**config.mk**
```make
export PLATFORM = sky130hd
export DESIGN_NAME = frv_mem_arbiter
export DESIGN_NICKNAME = d
export VERILOG_FILES = /design/src/rtl/frv_mem_arbiter_pkg.sv /design/src/rtl/frv_arb_id_fifo.sv /design/src/rtl/frv_mem_arbiter.sv
export SDC_FILE = /design/constraint.sdc
export NUM_CORES = 1
export LEC_CHECK = 0
export ABC_AREA = 1
export CAP_MARGIN = 25
export CORE_AREA = 8 8 119 121
export CTS_CLUSTER_SIZE = 12
export DETAILED_ROUTE_END_ITERATION = 16
export DIE_AREA = 0 0 127 129
export GPL_TIMING_DRIVEN = 0
export SYNTH_ARGS = -nofsm -noshare
export SYNTH_HDL_FRONTEND = slang
export SYNTH_HIERARCHICAL = 1
export SYNTH_SLANG_ARGS = --single-unit
```
**constraint.sdc**
```tcl
create_clock -name g_clk -period 2.15 [get_ports g_clk]
set_input_delay 0.3225 -clock g_clk [delete_from_list [all_inputs] [get_ports g_clk]]
set_output_delay 0.3225 -clock g_clk [all_outputs]
set_load 0.01 [all_outputs]
```
**src/rtl/frv_mem_arbiter_pkg.sv**
```systemverilog
// Shared types and constants for the fetch / load-store memory arbiter.
package frv_mem_arbiter_pkg;

    typedef enum logic {
        ARB_ID_I = 1'b0,
        ARB_ID_D = 1'b1
    } arb_id_e;

    typedef enum logic {
        LOCK_IDLE = 1'b0,
        LOCK_HELD = 1'b1
    } lock_state_e;

    localparam int OUTSTANDING_MIN = 1;
    localparam int OUTSTANDING_MAX = 4;

    // Out-of-range depths are pulled into the supported window.
    function automatic int outstanding_clamp(input int n);
        int r;
        if (n < OUTSTANDING_MIN) begin
            r = OUTSTANDING_MIN;
        end else if (n > OUTSTANDING_MAX) begin
            r = OUTSTANDING_MAX;
        end else begin
            r = n;
        end
        return r;
    endfunction

    function automatic arb_id_e arb_other(input arb_id_e id);
        return (id == ARB_ID_I) ? ARB_ID_D : ARB_ID_I;
    endfunction

endpackage

```
**src/rtl/frv_arb_id_fifo.sv**
```systemverilog
// In-order FIFO of request owner IDs; the head names who receives the next bus response.
module frv_arb_id_fifo
    import frv_mem_arbiter_pkg::*;
#(
    parameter int DEPTH = 2
) (
    input  logic    g_clk,
    input  logic    g_resetn,
    input  logic    push_i,
    input  arb_id_e push_id_i,
    input  logic    pop_i,
    output logic    full_o,
    output logic    empty_o,
    output arb_id_e head_o
);

    localparam int PW = (DEPTH > 1) ? $clog2(DEPTH) : 1;
    localparam int CW = $clog2(DEPTH + 1);
    localparam logic [PW-1:0] LAST_PTR = PW'(DEPTH - 1);
    localparam logic [CW-1:0] FULL_CNT = CW'(DEPTH);

    arb_id_e         mem_q [DEPTH];
    arb_id_e         mem_d [DEPTH];
    logic [PW-1:0]   wr_ptr_q, wr_ptr_d;
    logic [PW-1:0]   rd_ptr_q, rd_ptr_d;
    logic [CW-1:0]   count_q, count_d;
    logic            push_ok_s;
    logic            pop_ok_s;

    function automatic logic [PW-1:0] ptr_inc(input logic [PW-1:0] p);
        return (p == LAST_PTR) ? {PW{1'b0}} : p + PW'(1);
    endfunction

    assign full_o  = (count_q == FULL_CNT);
    assign empty_o = (count_q == {CW{1'b0}});
    assign head_o  = mem_q[rd_ptr_q];

    // Next-state for storage, pointers and occupancy
    always_comb begin
        push_ok_s = push_i && !full_o;
        pop_ok_s  = pop_i && !empty_o;
        mem_d     = mem_q;
        wr_ptr_d  = wr_ptr_q;
        rd_ptr_d  = rd_ptr_q;
        count_d   = count_q;
        if (push_ok_s) begin
            mem_d[wr_ptr_q] = push_id_i;
            wr_ptr_d        = ptr_inc(wr_ptr_q);
        end else begin
            wr_ptr_d = wr_ptr_q;
        end
        if (pop_ok_s) begin
            rd_ptr_d = ptr_inc(rd_ptr_q);
        end else begin
            rd_ptr_d = rd_ptr_q;
        end
        case ({push_ok_s, pop_ok_s})
            2'b10:   count_d = count_q + CW'(1);
            2'b01:   count_d = count_q - CW'(1);
            default: count_d = count_q;
        endcase
    end

    // FIFO state registers
    always_ff @(posedge g_clk or negedge g_resetn) begin
        if (!g_resetn) begin
            mem_q    <= '{default: ARB_ID_I};
            wr_ptr_q <= {PW{1'b0}};
            rd_ptr_q <= {PW{1'b0}};
            count_q  <= {CW{1'b0}};
        end else begin
            mem_q    <= mem_d;
            wr_ptr_q <= wr_ptr_d;
            rd_ptr_q <= rd_ptr_d;
            count_q  <= count_d;
        end
    end

endmodule

```
**src/rtl/frv_mem_arbiter.sv**
```systemverilog
// Shares one memory bus between instruction fetch (i) and load/store (d),
// returning in-order responses to whichever port issued each request.
module frv_mem_arbiter
    import frv_mem_arbiter_pkg::*;
#(
    parameter int OUTSTANDING = 2,
    parameter int ROUND_ROBIN = 1,
    parameter int AW          = 32,
    parameter int DW          = 32
) (
    input  logic            g_clk,
    input  logic            g_resetn,
    input  logic            i_req,
    output logic            i_gnt,
    input  logic            i_wen,
    input  logic [DW/8-1:0] i_strb,
    input  logic [AW-1:0]   i_addr,
    input  logic [DW-1:0]   i_wdata,
    output logic            i_recv,
    input  logic            i_ack,
    output logic [DW-1:0]   i_rdata,
    output logic            i_error,
    input  logic            d_req,
    output logic            d_gnt,
    input  logic            d_wen,
    input  logic [DW/8-1:0] d_strb,
    input  logic [AW-1:0]   d_addr,
    input  logic [DW-1:0]   d_wdata,
    output logic            d_recv,
    input  logic            d_ack,
    output logic [DW-1:0]   d_rdata,
    output logic            d_error,
    output logic            m_req,
    input  logic            m_gnt,
    output logic            m_wen,
    output logic [DW/8-1:0] m_strb,
    output logic [AW-1:0]   m_addr,
    output logic [DW-1:0]   m_wdata,
    input  logic            m_recv,
    output logic            m_ack,
    input  logic [DW-1:0]   m_rdata,
    input  logic            m_error
);

    localparam int DEPTH = outstanding_clamp(OUTSTANDING);

    lock_state_e lock_q, lock_d;
    arb_id_e     lock_id_q, lock_id_d;
    arb_id_e     last_grant_q, last_grant_d;
    arb_id_e     sel_id_s;
    arb_id_e     head_id_s;
    logic        sel_req_s;
    logic        xfer_s;
    logic        pop_s;
    logic        fifo_full_s;
    logic        fifo_empty_s;

    // A locked selection wins over any fresh arbitration so bus fields stay stable.
    always_comb begin
        sel_id_s = ARB_ID_I;
        if (lock_q == LOCK_HELD) begin
            sel_id_s = lock_id_q;
        end else if (i_req && d_req) begin
            if (ROUND_ROBIN != 0) begin
                sel_id_s = arb_other(last_grant_q);
            end else begin
                sel_id_s = ARB_ID_D;
            end
        end else if (d_req) begin
            sel_id_s = ARB_ID_D;
        end else begin
            sel_id_s = ARB_ID_I;
        end
    end

    // Bus request, grants and request field mux
    always_comb begin
        sel_req_s = (sel_id_s == ARB_ID_D) ? d_req : i_req;
        m_req     = g_resetn && sel_req_s && !fifo_full_s;
        xfer_s    = m_req && m_gnt;
        i_gnt     = xfer_s && (sel_id_s == ARB_ID_I);
        d_gnt     = xfer_s && (sel_id_s == ARB_ID_D);
        m_wen     = 1'b0;
        m_strb    = {(DW/8){1'b0}};
        m_addr    = {AW{1'b0}};
        m_wdata   = {DW{1'b0}};
        if (m_req) begin
            case (sel_id_s)
                ARB_ID_D: begin
                    m_wen   = d_wen;
                    m_strb  = d_strb;
                    m_addr  = d_addr;
                    m_wdata = d_wdata;
                end
                ARB_ID_I: begin
                    m_wen   = i_wen;
                    m_strb  = i_strb;
                    m_addr  = i_addr;
                    m_wdata = i_wdata;
                end
                default: begin
                    m_wen   = 1'b0;
                    m_strb  = {(DW/8){1'b0}};
                    m_addr  = {AW{1'b0}};
                    m_wdata = {DW{1'b0}};
                end
            endcase
        end else begin
            m_wen = 1'b0;
        end
    end

    // Lock and round-robin history next-state
    always_comb begin
        lock_d       = LOCK_IDLE;
        lock_id_d    = lock_id_q;
        last_grant_d = last_grant_q;
        case (lock_q)
            LOCK_IDLE: begin
                if (m_req && !m_gnt) begin
                    lock_d    = LOCK_HELD;
                    lock_id_d = sel_id_s;
                end else begin
                    lock_d = LOCK_IDLE;
                end
            end
            LOCK_HELD: begin
                // A requester that withdraws without a grant releases the lock.
                if (m_req && !m_gnt) begin
                    lock_d = LOCK_HELD;
                end else begin
                    lock_d = LOCK_IDLE;
                end
            end
            default: lock_d = LOCK_IDLE;
        endcase
        if (xfer_s) begin
            last_grant_d = sel_id_s;
        end else begin
            last_grant_d = last_grant_q;
        end
    end

    // Lock state register
    always_ff @(posedge g_clk or negedge g_resetn) begin
        if (!g_resetn) begin
            lock_q       <= LOCK_IDLE;
            lock_id_q    <= ARB_ID_I;
            last_grant_q <= ARB_ID_I;
        end else begin
            lock_q       <= lock_d;
            lock_id_q    <= lock_id_d;
            last_grant_q <= last_grant_d;
        end
    end

    // Responses go to the FIFO head; with nothing outstanding they are acked and dropped.
    always_comb begin
        i_recv  = 1'b0;
        i_rdata = {DW{1'b0}};
        i_error = 1'b0;
        d_recv  = 1'b0;
        d_rdata = {DW{1'b0}};
        d_error = 1'b0;
        m_ack   = 1'b0;
        if (!g_resetn) begin
            m_ack = 1'b0;
        end else if (fifo_empty_s) begin
            m_ack = m_recv;
        end else begin
            case (head_id_s)
                ARB_ID_I: begin
                    i_recv  = m_recv;
                    i_rdata = m_rdata;
                    i_error = m_error;
                    m_ack   = i_ack;
                end
                ARB_ID_D: begin
                    d_recv  = m_recv;
                    d_rdata = m_rdata;
                    d_error = m_error;
                    m_ack   = d_ack;
                end
                default: m_ack = m_recv;
            endcase
        end
        pop_s = m_recv && m_ack && !fifo_empty_s;
    end

    frv_arb_id_fifo #(
        .DEPTH(DEPTH)
    ) u_id_fifo (
        .g_clk    (g_clk),
        .g_resetn (g_resetn),
        .push_i   (xfer_s),
        .push_id_i(sel_id_s),
        .pop_i    (pop_s),
        .full_o   (fifo_full_s),
        .empty_o  (fifo_empty_s),
        .head_o   (head_id_s)
    );

endmodule

```
-- Word level (Yosys, flattened, before mapping)
Cells that the tools add are included.
- register bits: 9
- latch bits: 0
- memory bits (writable): 0
- memory bits (read-only): 0
- input bits: 179
- output and inout bits: 141
- logic and storage cells: 85
- memories kept: 0
- add/sub/neg operators: 4
- multipliers: 0
- divide/modulo/power cells: 0
- order comparisons: 3
- equal/unequal tests: 3
- shifts and indexed selects: 0
- muxes and demuxes: 44
- bitwise gates (word level): 5
- reduce and logical (&&, ||, !) cells: 18
- operators with widths (cell ; number):
    2-to-1 mux 32 bit ; 8
    case mux 32 bit (2 select lines) ; 2
    2-to-1 mux 1 bit ; 27
    logical AND 1 bit ; 12
    case mux 4 bit (2 select lines) ; 1
    equality test 2 bit, second input constant ; 2
    greater-or-equal comparator 2 bit, second input constant ; 2
    2-to-1 mux 4 bit ; 1
    inverter 1 -> 2 bit ; 2
    case mux 1 bit (2 select lines) ; 2
    case mux 2 bit (2 select lines) ; 1
    logical NOT 1 bit ; 3
    inverter 1 bit ; 3
    adder 1 bit, second input constant ; 2
    adder 2 x 1 -> 2 bit, second input constant ; 1
    bitwise mux 2 bit ; 1
    equality test 2 x 1 -> 1 bit, second input constant ; 1
    logical NOT 2 bit ; 1
    < comparator 2 x 1 -> 1 bit, second input constant ; 1
    AND reduction 2 bit ; 1
    nonzero test 2 bit ; 1
    subtractor 2 x 1 -> 2 bit, second input constant ; 1
    demux 1 bit (select 1 bit) ; 1

-- Logic depth before layout (Yosys ltp)
Gate-level depths: netlist (run 1).
- depth after elaboration: 13
- gate-level depth with buffers: 16
- gate-level depth less buffers: 16

-- Hierarchy
The synthesis (run 1) kept the hierarchy.
- by module, submodules not included (module ; instances ; cells each ; area an instance (um2) ; sequential area each (um2)):
    frv_mem_arbiter ; 1 ; 384 ; 1731.7 ; 75.1
    frv_arb_id_fifo ; 1 ; 43 ; 325.3 ; 150.1

-- Worst setup path after synthesis (run 1)
Ideal clock, no wire load.
- kind: reg2reg
- start: reg u_id_fifo.count_q[0]
- end: reg u_id_fifo.count_q[1]
- setup time: 0.117 ns
- arrival time: 1.672 ns
- required time: 2.033 ns
- slack: 0.361 ns
- stages on the path, launching flop included: 15
- path buffers: 0
- period minus slack after synthesis: 1.789 ns
- cells stage by stage: dfrtp_1 inv_2 nand2_4 inv_1 inv_1 nand2_1 nor2_2 nand3_1 inv_1 nand2_1 ha_1 inv_1 nand3_1 nand2_1 nand2_1
- elaborated cells on any way between the ends: 18
- classes of those cells: 2 x add/sub; 3 x eq/ne; 3 x mux; 10 x reduce/logical
- RTL lines (element ; line ; source):
    start: declaration ; frv_arb_id_fifo.sv:26 ; logic [CW-1:0] count_q, count_d;
    start signal: assignment ; frv_arb_id_fifo.sv:70 ; count_q <= {CW{1'b0}};
    start signal: assignment ; frv_arb_id_fifo.sv:75 ; count_q <= count_d;
    equality test 2 bit (*) ; frv_arb_id_fifo.sv:34 ; assign full_o = (count_q == FULL_CNT);
    via fifo_full_s ; frv_mem_arbiter.sv:55 ; logic fifo_full_s;
    logical NOT 1 bit (*) ; frv_mem_arbiter.sv:79 ; m_req = g_resetn && sel_req_s && !fifo_full_s;
    logical AND 1 bit (*) ; frv_mem_arbiter.sv:79 ;
    logical AND 1 bit (*) ; frv_mem_arbiter.sv:80 ; xfer_s = m_req && m_gnt;
    via xfer_s ; frv_mem_arbiter.sv:53 ; logic xfer_s;
    logical AND 1 bit (*) ; frv_arb_id_fifo.sv:40 ; push_ok_s = push_i && !full_o;
    equality test 2 x 1 -> 1 bit / equality test 2 bit (equally long branches) ; frv_arb_id_fifo.sv:57 ; case ({push_ok_s, pop_ok_s})
    case mux 2 bit (2 select lines) / nonzero test 2 bit (equally long branches) ; -- ;
The timed path passes the listed nets; every way through them passes the cells marked *.
A chain may end at the register's enable or synchronous reset.

-- Worst setup path after layout (run 1)
- start: in i_req
- end: out i_gnt
- word-level cells in the longest chain between the ends: 8
- elaborated cells on any way between the ends: 9
- classes of those cells: 3 x mux; 1 x bitwise; 5 x reduce/logical
- ends and longest elaborated chain (element ; line ; source):
    start: declaration ; frv_mem_arbiter.sv:13 ; input logic i_req,
    logical AND 1 bit (*) ; frv_mem_arbiter.sv:63 ; end else if (i_req && d_req) begin
    2-to-1 mux 1 bit (*) ; frv_mem_arbiter.sv:63 ;
    2-to-1 mux 1 bit (*) ; frv_mem_arbiter.sv:61 ; if (lock_q == LOCK_HELD) begin
    via sel_id_s ; frv_mem_arbiter.sv:50 ; arb_id_e sel_id_s;
    2-to-1 mux 1 bit ; frv_mem_arbiter.sv:78 ; sel_req_s = (sel_id_s == ARB_ID_D) ? d_req : i_req;
    logical AND 1 bit (2 in a row) ; frv_mem_arbiter.sv:79 ;
    logical AND 1 bit ; frv_mem_arbiter.sv:80 ;
    logical AND 1 bit (*) ; frv_mem_arbiter.sv:81 ; i_gnt = xfer_s && (sel_id_s == ARB_ID_I);
    end: declaration ; frv_mem_arbiter.sv:14 ; output logic i_gnt,
Marked as above.

==> reports/qor.txt, run 1 <==
# rows -> 41
Share of cells above drive strength 1 -> 20.9%
Total nets after synthesis -> 607
Number of diodes added for antenna fixing -> 0
Static leakage -> 0.00283 µW
Worst reg2reg path startpoint -> u_id_fifo/count_q[1]$_DFFE_PN0P_
Clock transition at path regs -> 0.04 ns
Part of the Yosys area used for sequential elements -> 10.9%
Global-route wire length before repair -> 23200 µm
TritonCTS clock tree -> built
Power density over cell area -> 740 mW/mm²
# setup viols final -> 8
Post-route fraction of the period consumed by the critical path -> 105%
Largest cells by area after synthesis -> nand2_1 30%, a21oi_1 17%, nor3_1 16%
Outcome -> finished with violations
Area enclosed by the die boundary -> 0.0164 mm²
Instance area at placement -> 0.00544 mm²
Drt first pass iters -> 4
Total half-perimeter wirelength after legalization and detailed placement -> 13800 µm
Maximum number of pins on one net before global-route repair -> 14
Nets -> 938
Number of max-capacitance violations reported -> 0
Vias per Instance -> 4.46
Vias after detailed routing -> 4045
Top cell type by total area after synthesis -> nand2_1
Remaining global-route overflow -> 0
Reg-to-reg slack, setup -> 0.23 ns
Fill cell total of the finished layout -> 1340
Gate count after technology mapping -> 427
#FFs+latches synth -> 9
Worst reg2reg path depth -> 13
CTS root buffer -> clkbuf_16
ANT nets after route -> 0
Highest fanout seen on the critical path -> 11
Hold crit path type -> in -> async
Min Tclk post-route -> 2.26 ns
Clock buffers created by TritonCTS -> 3
F_max -> 0.443 GHz
Total Wirelength -> 15900 µm
Violated checks -> negative setup slack
Final instance area -> 0.00541 mm²
FF-to-FF End -> u_id_fifo/count_q[1]$_DFFE_PN0P_
Post-Synthesis Cell Area -> 0.00206 mm²
Worst path arrival time -> 1.93 ns
Average cell area after synthesis -> 4.82 µm²
Distinct cells, synth -> 19
Y dimension of the die -> 129 µm
CP required -> 1.83 ns
Setup TNS Final -> -0.266 ns
Die Span X -> 127 µm
Average wire length per cell after detail routing -> 17.5 µm
Critical Path Start Type -> input pin
Final weighted congestion of routability-driven global placement -> 0.871
Area growth from synthesis to final layout -> 163%
Startpoint of the most critical setup path -> i_req
Maximum level of the CTS H-tree -> 1
Floorplan Core Area -> 0.0123 mm²
Violation count after the first detailed-route iteration -> 119
Peak ir drop on the vdd network -> 0.000384 V
# DRC -> 0
Post-route setup slack -> -0.106 ns
Synth warn -> 6
Hold-fix buffers, CTS -> 0
GR Util All Layers -> 17.7%
CP Capture Type -> primary output
Initial Util -> 16.7%
Clock Latency Late Sink -> 0.23 ns
Number of antenna violations at the first check in global routing -> 0
Relative slew slack -> 78.0%
Number of global-route vias before repair -> 4249
TritonCTS sink count -> 9
RSZ-0062 raised after global routing -> yes
Buffer levels on the longest clock path -> 2
Max-slew violation total from the final report -> 0
Share of Yosys cell area claimed by the top area cell type -> 30.5%
Final Hold Vio Count -> 0
Input/output buffers -> 319
Boundary Pins -> 320
Actual slew at the worst max-slew pin -> 0.330 ns
Worst setup path class -> in -> out
Maximum clock skew at final layout -> 0.00279 ns
## layout make-up
cell class / instances / area, µm² / share of cell area, %
Timing Repair Buffer: 326 / 2840 / 52.5
Multi-Input combinational cell: 330 / 1550 / 28.6
Buffer: 34 / 327 / 6.03
Sequential cell: 9 / 225 / 4.16
Inverter: 54 / 208 / 3.84
Tap cell: 150 / 188 / 3.47
Clock buffer: 4 / 78.8 / 1.46
## synthesized netlist by cell type
| cell | number |
|---|---|
| xnor2_1 | 1 |
| a21oi_1 | 69 |
| clkbuf_1 | 9 |
| nand3_1 | 8 |
| nand2_4 | 1 |
| nand3_2 | 1 |
| nor2_1 | 6 |
| o211ai_1 | 1 |
| nor2_2 | 1 |
| ha_1 | 1 |
| o21ai_0 | 1 |
| nand4_1 | 4 |
| buf_2 | 25 |
| inv_1 | 52 |
| nand2_1 | 167 |
| dfrtp_1 | 9 |
| nor3_1 | 66 |
| nand2_2 | 3 |
| inv_2 | 2 |
## metrics by stage
step | power (µW) | worst slack, ns | instances | util (%) | hold slack, ns
6_report | 4000 | -0.106 | 907 | 44.0 | 0.0732
5_1_grt | 4390 | -0.189 | 907 | 44.0 | 0.0989
4_1_cts | 3970 | -0.165 | 903 | 44.1 | 0.0806
3_5_place_dp | 3740 | -0.937 | 896 | 44.2 | 0.463
3_3_place_gp | 3700 | -0.865 | 896 | 44.2 | 0.463
2_1_floorplan | 1910 | 0.361 | 427 | - | 0.0269
## repair_timing
item | CTS | global route
resized for setup | 381 | 121
pin swaps | 2 | 3
setup endpoints to repair | 143 | 101
buffers inserted | 3 | 4
## report_power, final
part	switching (µW)	internal, µW	total (µW)
Sequential	50.7	246	296
Combinational	1900	1480	3380
Clock	79.7	248	327
Total	2030	1970	4000
## worst max-delay path: stages
cell,delay (ns)
clkdlybuf4s50_1,0.48
nand2_1,0.07
nand3_2,0.12
nand2_4,0.09
buf_4,0.19
nor2_1,0.11
clkdlybuf4s50_1,0.55
## layout by cell type, fill, tap and decap left out, types with 11 or more instances in the layout
| cell | count |
|---|---|
| clkdlybuf4s50_1 | 178 |
| buf_6 | 11 |
| nor3_1 | 61 |
| nand2_1 | 165 |
| buf_2 | 54 |
| a21oi_1 | 63 |
| inv_1 | 51 |
| buf_4 | 23 |
| clkbuf_2 | 23 |
| dlygate4sd2_1 | 39 |
## metal layers
metal / vias to the layer above / part of all wire [%] / GRT usage, %
li1: 2017 / - / -
met5: - / 0 / 0
met2: 224 / 52 / 33.6
met3: 14 / 11 / 7.28
met1: 1790 / 35 / 17.5
met4: 0 / 1.7 / 4.13
## registers in the layout, summed over array words and instances, names as in the netlist
signal,count
lock_id_q,1
u_id_fifo/wr_ptr_q,1
u_id_fifo/mem_q,2
lock_q,1
last_grant_q,1
u_id_fifo/count_q,2
u_id_fifo/rd_ptr_q,1
## worst max path at each step
stage,end,slack (ns),depth (start not counted)
global placement,m_wdata[18],-0.87,7
global route,i_gnt,-0.19,7
finish,i_gnt,-0.11,7
floorplan,u_id_fifo/count_q[1]$_DFFE_PN0P_,0.36,14
detailed placement,m_wdata[18],-0.94,7
CTS,m_req,-0.16,7
## cell families (layout without fill, tap and decap cells)
logic type | count (synthesis) | after routing | synth area share [%]
AOI/OAI and AO/OA | 71 | 71 | 17.4
and+or+nand+nor | 257 | 257 | 53.0
DFF | 9 | 9 | 10.9
adders and majority gates | 1 | 1 | 0.608
buffers and inverters | 88 | 418 | 17.6
xor gates and xnor gates | 1 | 1 | 0.426
No activity file was read; power rests on OpenSTA's default activity.
==> run 2: changes to the inputs <==
--- a/config.mk
+++ b/config.mk
@@ -6,12 +6,12 @@
 export NUM_CORES = 1
 export LEC_CHECK = 0
 export ABC_AREA = 1
-export CAP_MARGIN = 25
 export CORE_AREA = 8 8 119 121
 export CTS_CLUSTER_SIZE = 12
 export DETAILED_ROUTE_END_ITERATION = 16
 export DIE_AREA = 0 0 127 129
 export GPL_TIMING_DRIVEN = 0
+export SLEW_MARGIN = 20
 export SYNTH_ARGS = -nofsm -noshare
 export SYNTH_HDL_FRONTEND = slang
 export SYNTH_HIERARCHICAL = 1
==> results of run 2 <==
Same layout as run 1: the final DEF is identical, and so are final timing and power.
